$ cat src/rtl/mini_mips_pkg.sv
// Shared definitions for the Mini MIPS instruction-memory loader.
// Holds the memory geometry and the loader FSM state encoding.
package mini_mips_pkg;
  localparam int IMEM_DEPTH  = 1024;
  localparam int IMEM_ADDR_W = $clog2(IMEM_DEPTH);

  typedef enum logic [2:0] {
    S_COUNT,
    S_DATA,
    S_CHECK,
    S_DONE,
    S_ERROR
  } loader_state_t;
endpackage

$ cat src/rtl/word_assembler.sv
// Collects four stream bytes into one big-endian 32-bit word.
// word and word_done are valid in the same cycle the 4th byte is accepted.
module word_assembler (
  input  logic        clk,
  input  logic        reset,
  input  logic        accept,
  input  logic [7:0]  byte_data,
  output logic        word_done,
  output logic [31:0] word
);
  logic [1:0]  cnt_reg;
  logic [23:0] shift_reg;

  always_ff @(posedge clk or negedge reset) begin
    if (!reset) begin
      cnt_reg   <= 2'd0;
      shift_reg <= 24'd0;
    end else if (accept) begin
      cnt_reg   <= cnt_reg + 2'd1;
      shift_reg <= {shift_reg[15:0], byte_data};
    end
  end

  // The incoming byte completes the word combinationally so the FSM
  // can register the write on the very edge that accepts it.
  assign word_done = accept && (cnt_reg == 2'd3);
  assign word      = {shift_reg, byte_data};
endmodule

$ cat src/rtl/imem_loader.sv
// Framed program loader: COUNT, N data words, XOR CHECK; writes words into
// instruction memory and releases the core only after a verified image.
module imem_loader
  import mini_mips_pkg::*;
#(
  parameter int DEPTH  = IMEM_DEPTH,
  parameter int ADDR_W = IMEM_ADDR_W
) (
  input  logic              clk,
  input  logic              reset,
  input  logic              byte_valid,
  input  logic [7:0]        byte_data,
  output logic              byte_ready,
  output logic              imem_we,
  output logic [ADDR_W-1:0] imem_addr,
  output logic [31:0]       imem_wdata,
  output logic              cpu_run,
  output logic              load_error
);
  localparam logic [ADDR_W:0] IDX_ONE = {{ADDR_W{1'b0}}, 1'b1};

  loader_state_t   state_reg;
  logic [ADDR_W:0] idx_reg;
  logic [ADDR_W:0] last_idx_reg;
  logic [31:0]     acc_reg;
  logic            accept;
  logic            word_done;
  logic [31:0]     word;

  assign accept = byte_valid && byte_ready;

  word_assembler u_asm (
    .clk       (clk),
    .reset     (reset),
    .accept    (accept),
    .byte_data (byte_data),
    .word_done (word_done),
    .word      (word)
  );

  always_ff @(posedge clk or negedge reset) begin
    if (!reset) begin
      state_reg    <= S_COUNT;
      idx_reg      <= '0;
      last_idx_reg <= '0;
      acc_reg      <= 32'd0;
      byte_ready   <= 1'b1;
      imem_we      <= 1'b0;
      imem_addr    <= '0;
      imem_wdata   <= 32'd0;
      cpu_run      <= 1'b0;
      load_error   <= 1'b0;
    end else begin
      imem_we <= 1'b0;
      case (state_reg)
        S_COUNT: begin
          if (word_done) begin
            if (word > DEPTH) begin
              state_reg  <= S_ERROR;
              byte_ready <= 1'b0;
              load_error <= 1'b1;
            end else if (word == 32'd0) begin
              acc_reg   <= 32'd0;
              state_reg <= S_CHECK;
            end else begin
              // Storing N-1 keeps the end-of-data test a plain equality.
              last_idx_reg <= word[ADDR_W:0] - IDX_ONE;
              idx_reg      <= '0;
              acc_reg      <= 32'd0;
              state_reg    <= S_DATA;
            end
          end
        end
        S_DATA: begin
          if (word_done) begin
            imem_we    <= 1'b1;
            imem_addr  <= idx_reg[ADDR_W-1:0];
            imem_wdata <= word;
            acc_reg    <= acc_reg ^ word;
            idx_reg    <= idx_reg + IDX_ONE;
            if (idx_reg == last_idx_reg) begin
              state_reg <= S_CHECK;
            end
          end
        end
        S_CHECK: begin
          if (word_done) begin
            byte_ready <= 1'b0;
            if (word == acc_reg) begin
              state_reg <= S_DONE;
              cpu_run   <= 1'b1;
            end else begin
              state_reg  <= S_ERROR;
              load_error <= 1'b1;
            end
          end
        end
        S_DONE: begin
          byte_ready <= 1'b0;
          cpu_run    <= 1'b1;
        end
        S_ERROR: begin
          byte_ready <= 1'b0;
          cpu_run    <= 1'b0;
          load_error <= 1'b1;
        end
        default: begin
          state_reg  <= S_ERROR;
          byte_ready <= 1'b0;
          load_error <= 1'b1;
        end
      endcase
    end
  end
endmodule
$ cat config.mk
export PLATFORM = sky130hd
export DESIGN_NAME = imem_loader
export DESIGN_NICKNAME = d
export VERILOG_FILES = /design/src/rtl/mini_mips_pkg.sv /design/src/rtl/word_assembler.sv /design/src/rtl/imem_loader.sv
export SDC_FILE = /design/constraint.sdc
export NUM_CORES = 1
export LEC_CHECK = 0
export BUFFER_PORTS_ARGS = -buffer_cell sky130_fd_sc_hd__buf_4
export CAP_MARGIN = 20
export CORE_MARGIN = 2
export CORE_UTILIZATION = 59
export CTS_CLUSTER_SIZE = 12
export DETAILED_ROUTE_END_ITERATION = 10
export GPL_ROUTABILITY_DRIVEN = 1
export PLACE_DENSITY_LB_ADDON = 0.3
export SKIP_LAST_GASP = 1
export SYNTH_ARGS = -nofsm -noshare
export SYNTH_HDL_FRONTEND = slang
export SYNTH_SLANG_ARGS = --single-unit
$ cat constraint.sdc
create_clock -name clk -period 2.54 [get_ports clk]
set_input_delay 0.127 -clock clk [delete_from_list [all_inputs] [get_ports clk]]
set_output_delay 0.127 -clock clk [all_outputs]
set_load 0.05 [all_outputs]
==> impl_metrics.py, run 1 <==
metrics = {
    "routing": {
        "vias": 4952,
        "drt-initial-drc-count": 428,
        "ant_nets": 0,
        "wl_mm": 15.2,
        "routedWlPerCell_um": 18.5,
        "route.detailed.drc": 0,
        "via_per_inst": 6.01,
        "dr.pass1.iters": 5,
    },
    "die": {
        "die_area_um2": 11400,
        "pin_count": 57,
        "start_util_pct": 60.6,
        "die_w_um": 107,
        "dieHeight_um": 107,
        "core-area_um2": 10300,
        "rows": 37,
    },
    "sta": {
        "worstMarginPinSlew_ps": 677,
        "skew_ps": 11.5,
        "finalHoldViolCount": 0,
        "period_minus_slack_ps": 2380,
        "setup_viol": 0,
        "fin_setup_tns_ps": 0,
        "maxSlewViolCount": 0,
        "fmax_mhz": 421,
        "relSlewSlack_pct": 54.7,
        "setup_slack_ps": 163,
        "fin_crit_sh_pct": 93.6,
        "rsz0062_at_grt": "yes",
    },
    "synthesis": {
        "ys_seq_area_share_pct": 51.7,
        "postSynth.asyncResetShare_pct": 100,
        "synth_top_area_share_pct": 51.2,
        "synth_warnings": 0,
        "synth_seq_cells": 129,
        "yosys.area.top_type": "dfrtp_1",
        "syn-num-nets": 629,
        "synth_area_um2": 6250,
        "synth_edf_count": 0,
        "synth_cell_type_count": 50,
        "synth_ff_type": "dfrtp_1",
        "synthCells": 614,
        "synth.avg_cell_area_um2": 10.2,
        "synthTopCellsByArea": "dfrtp_1 51%, nand2_1 8.1%, xnor2_1 5.5%",
    },
    "placed_design": {
        "place_ws_ps": 199,
        "post_dp_cell_area_um2": 6820,
        "gp_congestion": 0.895,
        "place_hpwl_mm": 9.84,
        "io_buffer_count": 56,
    },
    "critical_path": {
        "cp_slowest_cell": "o21a_1",
        "cp-end-kind": "flip-flop",
        "path_max_fanout": 10,
        "crit_buf_inv": 0,
        "critical_path.top_delay_family": "simple AND/OR/NAND/NOR gates",
        "reg2reg_setup_slack_ps": 160,
        "crit_chain": "nor4_1 > nand4_1 > nor3_2 > o21a_1 > a31oi_1",
        "critPathKind": "reg2reg",
        "worstPathRequired_ps": 2910,
        "cp_data_arrival_time_ps": 2750,
        "critPathLaunchType": "flip-flop",
        "cp_slowest_stage_delay_ps": 500,
    },
    "clocking": {
        "cts.clk_slew.worst_paths_ps": 60,
        "cts_tree": "built",
        "cts_buffer_depth": 2,
        "cts_buffers": 17,
        "insertion_delay_ps": 520,
        "root_buffer": "clkbuf_8",
        "cts_sinks": 129,
        "htree_levels": 4,
    },
    "pwr": {
        "leakage_nw": 3.70,
        "ir_worst_vdd_v": 0.000378,
        "powerDensity_nw_per_um2": 611,
    },
    "grt": {
        "grt_util_met2_pct": 46.0,
        "grt_pass1_vias": 4975,
        "use_met3_pct": 6.26,
        "antenna_found_initial": 0,
        "grt_start_max_net_pins": 56,
        "track_usage_pct": 28.6,
        "grt_util_met1_pct": 38.2,
        "grt_pass1_wl_mm": 25.0,
        "grt_overflow_total": 0,
        "top_usage_layer": "met2",
    },
    "final_layout": {
        "synthToLayoutAreaGrowth_pct": 20.5,
        "final_nets": 693,
        "fin_util_pct": 72.9,
        "drive_above_1_share_pct": 20.8,
        "stdcell_area_um2": 7530,
        "insertedDiodeCount": 0,
    },
    "outcome": {
        "status": "finished clean",
    },
    "worst_hold_path": {
        "min_path_type": "in2reg",
    },
    "job": {
        "maxCapViolCount": 0,
    },
}
## cell usage after synthesis, types with 4 or more instances
cell,number
clkbuf_1,23
nor2b_1,19
o21ai_0,7
ha_1,4
or3_1,12
a221o_1,21
nor2_1,17
nor4_1,12
a21oi_1,24
xor2_1,16
nand2_1,135
buf_2,13
nand4_1,13
and3_1,5
dfrtp_1,128
a31oi_1,13
xnor2_1,39
nor3_1,6
inv_1,6
mux2_2,23
nor3b_1,22
a21oi_2,7
nand3_1,8
## through the flow
stage               power (mW)  cells  hold slack [ps]
floorplan                 2.14    614             -169
global placement          2.21    783            -5.54
detailed placement        2.21    783            -3.70
CTS                       4.61    824             43.6
global route              4.72    824             69.7
finish                    4.60    824             71.1
## power by group
group	leakage (nW)	switching, mW	internal, mW	total (mW)
registers	1.79	0	2.06	2.06
logic	1.62	0.0835	0.0454	0.129
clock network	0.290	0.834	1.58	2.41
total	3.70	0.917	3.68	4.60
## layer usage
layer,vias up,routed length [µm]
met1,2458,6470
met3,33,910
met2,187,7510
li1,2274,-
met4,0,351
met5,-,0
## area by class of cell
cell class	instances	area, µm²
clock inverter	6	105
timing repair buffer	85	706
tap	136	170
multi-input combinational	438	2820
clock buffer	23	477
inverter	7	26.3
fill	711	2790
sequential	129	3230
## cells by family after synthesis
| group | synth area share, % |
|---|---|
| flip-flops | 51.7 |
| adder cells (fa/ha/maj) | 0.801 |
| AND/OR/NAND/NOR | 21.1 |
| XOR/XNOR | 7.71 |
| buffers and inverters | 3.44 |
| multiplexers | 4.64 |
| AO/OA/AOI/OAI | 10.6 |
## layout by cell type, fill, tap and decap left out, types with 4 or more instances in the layout
cell type,n
a21oi_1,24
a21oi_2,7
a221o_1,21
a31oi_1,13
and3_1,5
buf_4,70
clkbuf_16,16
clkbuf_8,5
dfrtp_1,128
dlygate4sd3_1,12
ha_1,4
inv_1,6
mux2_2,23
nand2_1,134
nand3_1,8
nand4_1,13
nor2_1,17
nor2b_1,19
nor3_1,6
nor3b_1,22
nor4_1,12
o21ai_0,7
or3_1,12
xnor2_1,39
xor2_1,16
## worst reg2reg max path, cell delays in order (launching register included)
cell	delay, ps
dfrtp_1	440
nor4_1	400
nand4_1	290
nor3_2	420
o21a_1	500
a31oi_1	190
## repair_timing
| item | 4_1_cts | 5_1_grt |
|---|---|---|
| endpoints found under the hold margin | 142 | 0 |
| gates resized for setup | 0 | 1 |
| endpoints found under the setup margin | 0 | 22 |
| hold buffers | 12 | 0 |
| setup buffers | 0 | 0 |
## path summary, 6_finish.rpt
path,from,end,cells after the start
setup / recovery,u_asm.shift_reg[20],acc_reg[6],5
hold / removal,byte_data[1],u_asm.shift_reg[1],3
setup reg to reg,u_asm.shift_reg[20],acc_reg[6],5
hold reg to reg,imem_addr[6],imem_addr[6],2
max in group asynchronous,reset,imem_addr[8],4
min in group asynchronous,reset,last_idx_reg[8],3
Note: power is estimated with default switching activity, not from simulation.
==> run 2: changes to the inputs <==
CAP_MARGIN = unset   (was 20)
clock period = 2.3 ns   (was 2.54 ns; I/O delays follow)
==> run 2 against run 1 <==
  * Sequential power rose by 10%
  * Hold slack got worse by 37 ps
  * Largest power group unchanged
  * Routed wire length rose by 4.7%
  * First-iteration DRC count rose by 0.23%
  * Via count rose by 1.9%
  * Design area rose by 0.88%
  * Critical endpoint is now last_idx_reg[0]
  * Highest routed layer unchanged
  * Largest cell class unchanged
  * Sequential share of layout area fell by 0.37 points
==> impl_metrics.py, run 2 (synthesis results as in run 1) <==
metrics = {
    "clocking": {
        "cts_tree": "built",
        "htree_levels": 4,
        "cts_buffers": 17,
        "postCtsResizedCells": 0,
        "insertion_delay_ps": 520,
        "cts_sinks": 129,
        "root_buffer": "clkbuf_8",
        "cts.clk_slew.worst_paths_ps": 50,
        "cts_buffer_depth": 2,
    },
    "routing": {
        "route.detailed.drc": 0,
        "dr.pass1.iters": 4,
        "via_per_inst": 6.02,
        "ant_nets": 0,
        "drt-initial-drc-count": 429,
        "routedWlPerCell_um": 19.0,
        "vias": 5046,
        "wl_mm": 16.0,
    },
    "sta": {
        "period_minus_slack_ps": 2180,
        "fin_crit_sh_pct": 94.6,
        "finalHoldViolCount": 0,
        "relSlewSlack_pct": 50.4,
        "setup_slack_ps": 123,
        "skew_ps": 8.61,
        "setup_viol": 0,
        "rsz0062_at_grt": "no",
        "fmax_mhz": 459,
        "maxSlewViolCount": 0,
        "fin_setup_tns_ps": 0,
        "worstMarginPinSlew_ps": 744,
    },
    "final_layout": {
        "final_nets": 707,
        "final_common_cell": "nand2_1",
        "instances_no_fill": 838,
        "synthToLayoutAreaGrowth_pct": 21.5,
        "insertedDiodeCount": 0,
        "drive_above_1_share_pct": 22.8,
        "layout_common_cells": "134 x nand2_1, 128 x dfrtp_1, 86 x buf_4, 39 x xnor2_1, 24 x a21oi_1",
        "num-fill-cells": 712,
    },
    "pwr": {
        "leakage_nw": 3.76,
        "p_clk_share_pct": 50.5,
        "ir_worst_vdd_v": 0.000425,
        "powerDensity_nw_per_um2": 643,
        "power_frac_seq_pct": 46.5,
        "switching_share_pct": 21.2,
        "p_int_mw": 3.85,
        "combinationalPowerShare_pct": 3.0,
        "power.switching_mw": 1.03,
    },
    "grt": {
        "grt_pass1_vias": 5178,
        "grt_start_max_net_pins": 56,
        "grt_pass1_wl_mm": 26.7,
        "grt_overflow_total": 0,
        "track_usage_pct": 30.5,
        "antenna_found_initial": 0,
    },
    "critical_path": {
        "timing.rr.end": "last_idx_reg[0]",
        "cp_data_arrival_time_ps": 2580,
        "crit_path_end": "last_idx_reg[0]",
        "cp_slowest_cell": "nor4_1",
        "r2r_cells": 6,
        "worstSetupStartpoint": "state_reg[1]",
        "crit_chain": "nor4_1 > nand4_1 > nor4b_4 > buf_12 > nand2_2 > mux2_1",
        "reg2reg_setup_slack_ps": 120,
        "worstPathRequired_ps": 2700,
        "critPathLaunchType": "flip-flop",
        "critPathKind": "reg2reg",
        "path_max_fanout": 15,
        "r2r-start": "state_reg[1]",
        "cp_slowest_stage_delay_ps": 430,
        "cp-end-kind": "flip-flop",
    },
    "job": {
        "maxCapViolCount": 0,
    },
    "die": {
        "start_util_pct": 60.6,
        "dieHeight_um": 107,
        "die_w_um": 107,
        "rows": 37,
        "pin_count": 57,
        "die_area_um2": 11400,
        "core-area_um2": 10300,
    },
    "outcome": {
        "status": "finished clean",
    },
    "placed_design": {
        "io_buffer_count": 56,
        "place_ws_ps": 159,
        "place_inst": 801,
        "place_hpwl_mm": 10.5,
        "gp_congestion": 0.885,
    },
    "worst_hold_path": {
        "whs_path_depth": 4,
        "min_path_type": "in2reg",
    },
}
-- run 2: power groups by stage --
stage	Combinational, mW	Sequential (mW)	Clock [mW]
detailed placement	0.137	2.31	0
global placement	0.135	2.31	0
finish	0.147	2.27	2.46
CTS	0.148	2.27	2.48
floorplan	0.0464	2.31	0
global route	0.162	2.27	2.58
-- run 2: metal layers --
| layer | global-route usage (%) | vias to the layer above | part of all wire [%] |
|---|---|---|---|
| li1 | - | 2293 | - |
| met1 | 40.7 | 2503 | 42 |
| met2 | 48.0 | 216 | 49 |
| met3 | 6.75 | 34 | 7.1 |
| met4 | 13.7 | 0 | 2.3 |
| met5 | 0 | - | 0 |
-- run 2: worst min path at each step --
stage                       from            end  slack, ps
floorplan                  reset     acc_reg[0]       -180
global placement           reset   imem_addr[8]        220
CTS                 byte_data[6]  imem_wdata[6]          7
detailed placement         reset   imem_addr[8]        220
global route        byte_data[6]  imem_wdata[6]         30
finish              byte_data[6]  imem_wdata[6]         30
-- run 2: final cells by class --
type,instances,area [µm²],area share [%]
clock buffer,24,480,6.33
multi-input combinational,438,2810,37.0
tap,136,170,2.24
sequential,129,3230,42.5
clock inverter,5,55.1,0.725
timing repair buffer,99,826,10.9
inverter,7,26.3,0.346
-- run 2: stage by stage --
stage / hold slack (ps) / power, mW / area (µm²) / util (%)
2_1_floorplan: -181 / 2.36 / 6250 / -
5_1_grt: 27.8 / 5.01 / 7600 / 73.6
6_report: 33.6 / 4.88 / 7600 / 73.6
3_3_place_gp: 219 / 2.45 / 6980 / 67.6
3_5_place_dp: 223 / 2.45 / 6980 / 67.6
4_1_cts: 6.54 / 4.90 / 7600 / 73.6
-- run 2: what timing repair did --
item	CTS	global route
endpoints found under the hold margin	63	0
hold buffers	8	0
setup buffers	0	0
setup endpoints to repair	0	0
-- run 2: critical path: cells and delay by family (launching register included) --
kind                   cells  cell delay, ps
and+or+nand+nor            4            1150
buffers and inverters      1             180
DFF                        1             410
muxes                      1             310
